===== config.mk =====
export PLATFORM = sky130hd
export DESIGN_NAME = wb_ram_loader
export DESIGN_NICKNAME = d
export VERILOG_FILES = /design/src/rtl/wb_ram_loader_pkg.sv /design/src/rtl/wb_ram_loader_pack.sv /design/src/rtl/wb_ram_loader.sv
export SDC_FILE = /design/constraint.sdc
export NUM_CORES = 1
export LEC_CHECK = 0
export CAP_MARGIN = 20
export CORE_ASPECT_RATIO = 0.9
export CORE_UTILIZATION = 54
export CTS_BUF_LIST = sky130_fd_sc_hd__clkbuf_4
export DETAILED_ROUTE_END_ITERATION = 7
export DONT_BUFFER_PORTS = 1
export PLACE_DENSITY_LB_ADDON = 0.2
export REMOVE_ABC_BUFFERS = 1
export SYNTH_ARGS = -nofsm -noshare
export SYNTH_HDL_FRONTEND = slang
export SYNTH_SLANG_ARGS = --single-unit

===== constraint.sdc =====
create_clock -name clk_i -period 2.35 [get_ports clk_i]
set_clock_uncertainty 0.05 [all_clocks]
set_input_delay 0.3525 -clock clk_i [delete_from_list [all_inputs] [get_ports clk_i]]
set_output_delay 0.3525 -clock clk_i [all_outputs]
set_load 0.01 [all_outputs]

===== src/rtl/wb_ram_loader_pkg.sv =====
// Shared types and constants for the Wishbone RAM loader: FSM state
// encoding, word geometry and the byte-index width used by the packer.
package wb_ram_loader_pkg;

  localparam int BYTES_PER_WORD = 4;
  localparam int BIDX_W         = $clog2(BYTES_PER_WORD);
  localparam int WORD_W         = 8 * BYTES_PER_WORD;

  typedef enum logic [2:0] {
    IDLE,
    COLLECT,
    WRITE,
    VERIFY,
    DONE
  } state_e;

endpackage


===== src/rtl/wb_ram_loader_pack.sv =====
// Byte-to-word packer: collects BYTES_PER_WORD bytes little-endian (first
// byte lands in [7:0]) and flags the cycle in which the last byte arrives.
// word_o is valid together with word_valid_o, so the caller can register it
// on the same edge that accepts the final byte.
module wb_ram_loader_pack
  import wb_ram_loader_pkg::*;
(
  input  logic              clk_i,
  input  logic              rst_in,
  input  logic              clear_i,
  input  logic              push_i,
  input  logic [7:0]        byte_i,
  output logic [WORD_W-1:0] word_o,
  output logic              word_valid_o
);

  localparam logic [BIDX_W-1:0] LAST_IDX = BIDX_W'(BYTES_PER_WORD - 1);
  localparam logic [BIDX_W-1:0] IDX_ONE  = BIDX_W'(1);

  logic [BIDX_W-1:0] cnt_q;
  logic [WORD_W-1:0] shift_q;
  logic [WORD_W-1:0] shift_d;

  // Next shift-register value: new byte enters at the top, older bytes
  // move toward [7:0], giving little-endian order after a full word.
  // NOTE: combinational blocks assign every output on every path so no latch is inferred.
  always_comb begin
    shift_d = {byte_i, shift_q[WORD_W-1:8]};
  end

  assign word_o       = shift_d;
  assign word_valid_o = push_i && (cnt_q == LAST_IDX);

  // Byte counter and shift register; clear discards any partial word.
  // NOTE: sequential state uses non-blocking assignments so all registers update together at the edge.
  always_ff @(posedge clk_i) begin
    if (rst_in || clear_i) begin
      cnt_q   <= '0;
      shift_q <= '0;
    end else if (push_i) begin
      shift_q <= shift_d;
      cnt_q   <= (cnt_q == LAST_IDX) ? '0 : cnt_q + IDX_ONE;
    end
  end

endmodule


===== src/rtl/wb_ram_loader.sv =====
// Wishbone RAM loader: packs a byte stream into 32-bit words and writes
// them to consecutive word addresses (wrapping modulo DEPTH) through a
// classic Wishbone master port. One write per word, never back-to-back stb.
// Optional build macro LOADER_VERIFY_EN: each write is followed by a
// read-back of the same address; a mismatch sets the sticky err_o.
// done_o is a registered pulse issued as the FSM leaves DONE.
module wb_ram_loader
  import wb_ram_loader_pkg::*;
#(
  parameter  int DEPTH = 1024,
  localparam int ADR_W = $clog2(DEPTH)
) (
  input  logic              clk_i,
  input  logic              rst_in,
  input  logic              start_i,
  input  logic [ADR_W-1:0]  base_i,
  input  logic [ADR_W:0]    len_i,
  input  logic              s_valid_i,
  input  logic [7:0]        s_data_i,
  output logic              s_ready_o,
  output logic              busy_o,
  output logic              done_o,
  output logic              err_o,
  output logic              wb_cyc_o,
  output logic              wb_stb_o,
  output logic              wb_we_o,
  output logic [3:0]        wb_sel_o,
  output logic [ADR_W-1:0]  wb_adr_o,
  output logic [WORD_W-1:0] wb_dat_o,
  input  logic              wb_ack_i,
  input  logic [WORD_W-1:0] wb_dat_i
);

  localparam logic [ADR_W-1:0] ADR_LAST = ADR_W'(DEPTH - 1);
  localparam logic [ADR_W-1:0] ADR_ONE  = ADR_W'(1);
  localparam logic [ADR_W:0]   CNT_ONE  = (ADR_W + 1)'(1);

  state_e            state_q;
  logic [ADR_W-1:0]  adr_q;
  logic [ADR_W-1:0]  adr_d;
  logic [ADR_W:0]    cnt_q;
  logic [ADR_W:0]    cnt_d;
  logic              cyc_q;
  logic              stb_q;
  logic              we_q;
  logic [3:0]        sel_q;
  logic [WORD_W-1:0] dat_q;
  logic              ready_q;
  logic              busy_q;
  logic              done_q;

  logic              push;
  logic              pack_clear;
  logic              word_valid;
  logic [WORD_W-1:0] word;

  assign push       = s_valid_i && ready_q;
  assign pack_clear = (state_q == IDLE) && start_i;

  wb_ram_loader_pack u_pack (
    .clk_i       (clk_i),
    .rst_in      (rst_in),
    .clear_i     (pack_clear),
    .push_i      (push),
    .byte_i      (s_data_i),
    .word_o      (word),
    .word_valid_o(word_valid)
  );

  // Address/count values after one completed word; address wraps at DEPTH.
  always_comb begin
    adr_d = (adr_q == ADR_LAST) ? '0 : adr_q + ADR_ONE;
    cnt_d = cnt_q - CNT_ONE;
  end

`ifdef LOADER_VERIFY_EN
  logic err_q;
  assign err_o = err_q;
`else
  logic unused_rd_dat;
  assign unused_rd_dat = ^wb_dat_i;
  assign err_o         = 1'b0;
`endif

  // Main FSM with registered outputs; acks outside an active cycle are ignored.
  always_ff @(posedge clk_i) begin
    if (rst_in) begin
      state_q <= IDLE;
      adr_q   <= '0;
      cnt_q   <= '0;
      cyc_q   <= 1'b0;
      stb_q   <= 1'b0;
      we_q    <= 1'b0;
      sel_q   <= '0;
      dat_q   <= '0;
      ready_q <= 1'b0;
      busy_q  <= 1'b0;
      done_q  <= 1'b0;
`ifdef LOADER_VERIFY_EN
      err_q   <= 1'b0;
`endif
    end else begin
      done_q <= 1'b0;
      unique case (state_q)
        IDLE: begin
          if (start_i) begin
            adr_q  <= base_i;
            cnt_q  <= len_i;
            busy_q <= 1'b1;
`ifdef LOADER_VERIFY_EN
            err_q  <= 1'b0;
`endif
            if (len_i == '0) begin
              state_q <= DONE;
            end else begin
              state_q <= COLLECT;
              ready_q <= 1'b1;
            end
          end
        end

        COLLECT: begin
          if (word_valid) begin
            ready_q <= 1'b0;
            dat_q   <= word;
            cyc_q   <= 1'b1;
            stb_q   <= 1'b1;
            we_q    <= 1'b1;
            sel_q   <= 4'hF;
            state_q <= WRITE;
          end
        end

        WRITE: begin
          if (wb_ack_i) begin
            cyc_q <= 1'b0;
            stb_q <= 1'b0;
            we_q  <= 1'b0;
            sel_q <= '0;
`ifdef LOADER_VERIFY_EN
            state_q <= VERIFY;
`else
            adr_q <= adr_d;
            cnt_q <= cnt_d;
            if (cnt_d == '0) begin
              state_q <= DONE;
            end else begin
              state_q <= COLLECT;
              ready_q <= 1'b1;
            end
`endif
          end
        end

`ifdef LOADER_VERIFY_EN
        // First cycle here is the idle gap after the write; then one read.
        VERIFY: begin
          if (!cyc_q) begin
            cyc_q <= 1'b1;
            stb_q <= 1'b1;
            sel_q <= 4'hF;
          end else if (wb_ack_i) begin
            cyc_q <= 1'b0;
            stb_q <= 1'b0;
            sel_q <= '0;
            if (wb_dat_i != dat_q) begin
              err_q <= 1'b1;
            end
            adr_q <= adr_d;
            cnt_q <= cnt_d;
            if (cnt_d == '0) begin
              state_q <= DONE;
            end else begin
              state_q <= COLLECT;
              ready_q <= 1'b1;
            end
          end
        end
`endif

        DONE: begin
          done_q  <= 1'b1;
          busy_q  <= 1'b0;
          state_q <= IDLE;
        end

        default: state_q <= IDLE;
      endcase
    end
  end

  assign s_ready_o = ready_q;
  assign busy_o    = busy_q;
  assign done_o    = done_q;
  assign wb_cyc_o  = cyc_q;
  assign wb_stb_o  = stb_q;
  assign wb_we_o   = we_q;
  assign wb_sel_o  = sel_q;
  assign wb_adr_o  = adr_q;
  assign wb_dat_o  = dat_q;

endmodule

==> flow_summary.yaml <==
synth:
  ys.flop_type: "dfxtp_1"
  synthXorXnorAreaFrac: 0.004620
  yosysWarningCount: 0
  syn-cell-area_um2: 3791
  synth.most_common_cell: "nand2_1"
  synth_compound_area_frac: 0.2073
  synth_top_family_by_area: "simple AND/OR/NAND/NOR gates"
  yosys.area.top_type: "dfxtp_1"
  synth_seq_cells: 86
  synth_edf_count: 0
  synthSimpleGateAreaFrac: 0.2482
  synth_common_cells: "nand2_1, dfxtp_1, a21oi_1, nor2_1, clkbuf_1"
  synth_top_cell_area_share: 0.4541
  yosys.area_share.adder: 0.01320
  synth_top_cells_by_area: "dfxtp_1, nand2_1, a21oi_1, nor2_1, o21ai_0"
  yosysUniqueCellTypes: 58
  synth_area_per_cell_um2: 7.706
  netlist_instances: 492
  synthMuxAreaShare: 0.002640
  async_flop_share: 0
  synth_seq_area_share: 0.4541
die:
  coreArea_um2: 6691
  rows: 28
  die-width_um: 90.32
  die_area_um2: 7360
  start_util: 0.5666
  die_y_um: 81.49
  io-pin-count: 119
power:
  power_switching_mw: 0.8117
  p_int_mw: 1.985
  comb_power_share: 0.129
  leakage_nw: 1.387
  switching_share: 0.2903
  report.power.total_mw: 2.796
  powerDensity_nw_per_um2: 688.9
  pwr-share-seq: 0.572
  max-vdd-ir-drop_v: 0.0004443
  clkPwrFrac: 0.299
timing:
  hold_violations: 0
  maxSlewViolCount: 0
  fin_crit_sh: 0.8636
  holdWs_ns: 0.05044
  relSlewSlack: 0.5769
  rsz0062_at_grt: "no"
  worstMarginPinSlew_ns: 0.6265
  tns_ns: 0
  setup_viol: 0
  fin_crit_ns: 2.029
  fmax_ghz: 0.4928
  setup_ws_ns: 0.3206
clock_network:
  cts.htree.levels: 3
  cts_sinks: 86
  clock_latency_ns: 0.41
  cts_buffers: 9
  root_buffer: "clkbuf_4"
  cts_tree: "done"
  max-clock-path-buffers: 2
  cts.clk_slew.worst_paths_ns: 0.13
  ctsResizeCount: 0
final_layout:
  syn_to_final_growth_pct: 7.063
  drive_above_1_share: 0.07975
  fill_cells: 619
  final-seq-area_um2: 1722
  diodes: 0
  final_core_util: 0.6066
  fin_nets: 554
  multiInputGateArea_um2: 1819
job:
  maxCapViolCount: 0
outcome:
  outcome: "completed"
worst_setup_path:
  crit_fanout: 5
  setup.worst_path.class: "register to register"
  cp.required_ns: 2.61
  startpoint_type: "register"
  end_kind: "register"
  crit_arrival_ns: 2.29
detailed_routing:
  ant_nets: 0
  vias: 3310
  first_pass_iters: 5
  via_per_inst: 5.717
  routed_wirelength_um: 8717
  wl_per_cell_um: 15.06
  drc: 0
  first_iter_violations: 218
placed_design:
  routabilityCongestion: 0.8765
  hpwl_um: 5625
  post-place-ws_ns: 0.3426
  io_buffers: 0
global_route:
  grt_use_total: 0.2426
  met2_usage: 0.3901
  grt_overflow: 0
  grt_pass1_wl_um: 14250
  antenna_found_initial: 0
  grt_max_degree: 58
  grt_use_met3: 0.07315
  use_met1: 0.3179
  top_usage_layer: "met2"
  first_global_vias: 2970
worst_hold_path:
  min_path_type: "input pin to register"
[cells by family (layout without fill, tap and decap cells)]
family                   count (synthesis)  count (layout)
buffers and inverters                   54              51
AND/OR/NAND/NOR                        212             212
other                                    1               1
multiplexers                             1               1
XOR/XNOR                                 2               2
AO/OA/AOI/OAI                          132             132
flip-flops                              86              86
adder cells (fa/ha/maj)                  4               4
[power by group through the flow]
stage / logic, mW / registers [mW] / clock network, mW
3_5_place_dp: 0.324 / 1.63 / 0
2_1_floorplan: 0.239 / 1.61 / 0
6_report: 0.361 / 1.60 / 0.836
3_3_place_gp: 0.316 / 1.63 / 0
4_1_cts: 0.360 / 1.60 / 0.868
5_1_grt: 0.407 / 1.61 / 0.922
[stage by stage]
step	cells	cell area, um^2
6_report	579	4059
5_1_grt	579	4059
4_1_cts	579	4059
3_5_place_dp	554	3811
3_3_place_gp	554	3811
2_1_floorplan	448	3567
[cells in the final DEF (no fill, tap or decap), drive strengths merged, types with 8 or more instances in the layout]
| cell type | n |
|---|---|
| buf | 17 |
| nor2 | 29 |
| o21ai | 16 |
| nor3 | 14 |
| a21oi | 75 |
| dlygate4sd3 | 8 |
| clkbuf | 9 |
| nand2 | 130 |
| inv | 11 |
| dfxtp | 86 |
[final cells by class]
cell class | count | area share
Clock buffer | 9 | 0.01665
Sequential cell | 86 | 0.4242
Inverter | 10 | 0.009248
Tap cell | 90 | 0.02774
Clock inverter | 7 | 0.01788
Multi-Input combinational cell | 352 | 0.4482
Timing Repair Buffer | 25 | 0.05610
[state kept, by name, indices dropped and copies added, names as in the netlist]
name and cells:
wb_sel_o 1, busy_o 1, cnt_q 11, wb_dat_o 32, u_pack.cnt_q 2, u_pack.shift_q 24
done_o 1, state_q 3, s_ready_o 1, wb_adr_o 10
[path summary, 6_finish.rpt]
kind                                                      start                        to  slack [ns]  cells after the start
worst min register to register  u_pack.shift_q[13]$_SDFFE_PP0P_  wb_dat_o[5]$_SDFFE_PP0P_        0.42                      2
worst max-delay path                   wb_adr_o[1]$_SDFFE_PP0P_  wb_adr_o[5]$_SDFFE_PP0P_        0.32                      6
worst max register to register         wb_adr_o[1]$_SDFFE_PP0P_  wb_adr_o[5]$_SDFFE_PP0P_        0.32                      6
worst min-delay path                                     rst_in    s_ready_o$_SDFFE_PP0P_        0.05                      2
[timing repair]
action / in CTS / in global routing
hold buffers: 9 / 0
buffers inserted: 0 / 0
hold endpoints to repair: 65 / 0
setup endpoints to repair: 0 / 0
[metal layers]
| layer | vias up | wire [um] | share of wire |
|---|---|---|---|
| met5 | - | 0 | 0 |
| met4 | 0 | 80 | 0.0092 |
| met3 | 9 | 610 | 0.070 |
| met2 | 105 | 3975 | 0.46 |
| met1 | 1527 | 4051 | 0.46 |
| li1 | 1669 | - | - |
[worst max-delay path: stages, from the launching register on]
cell and delay [ns]:
dfxtp_1 0.37, ha_1 0.20, nand3_1 0.17, o41ai_1 0.66, and2b_1 0.25, o21ai_0 0.14
a21oi_1 0.08
Note: power is estimated with default switching activity, not from simulation.
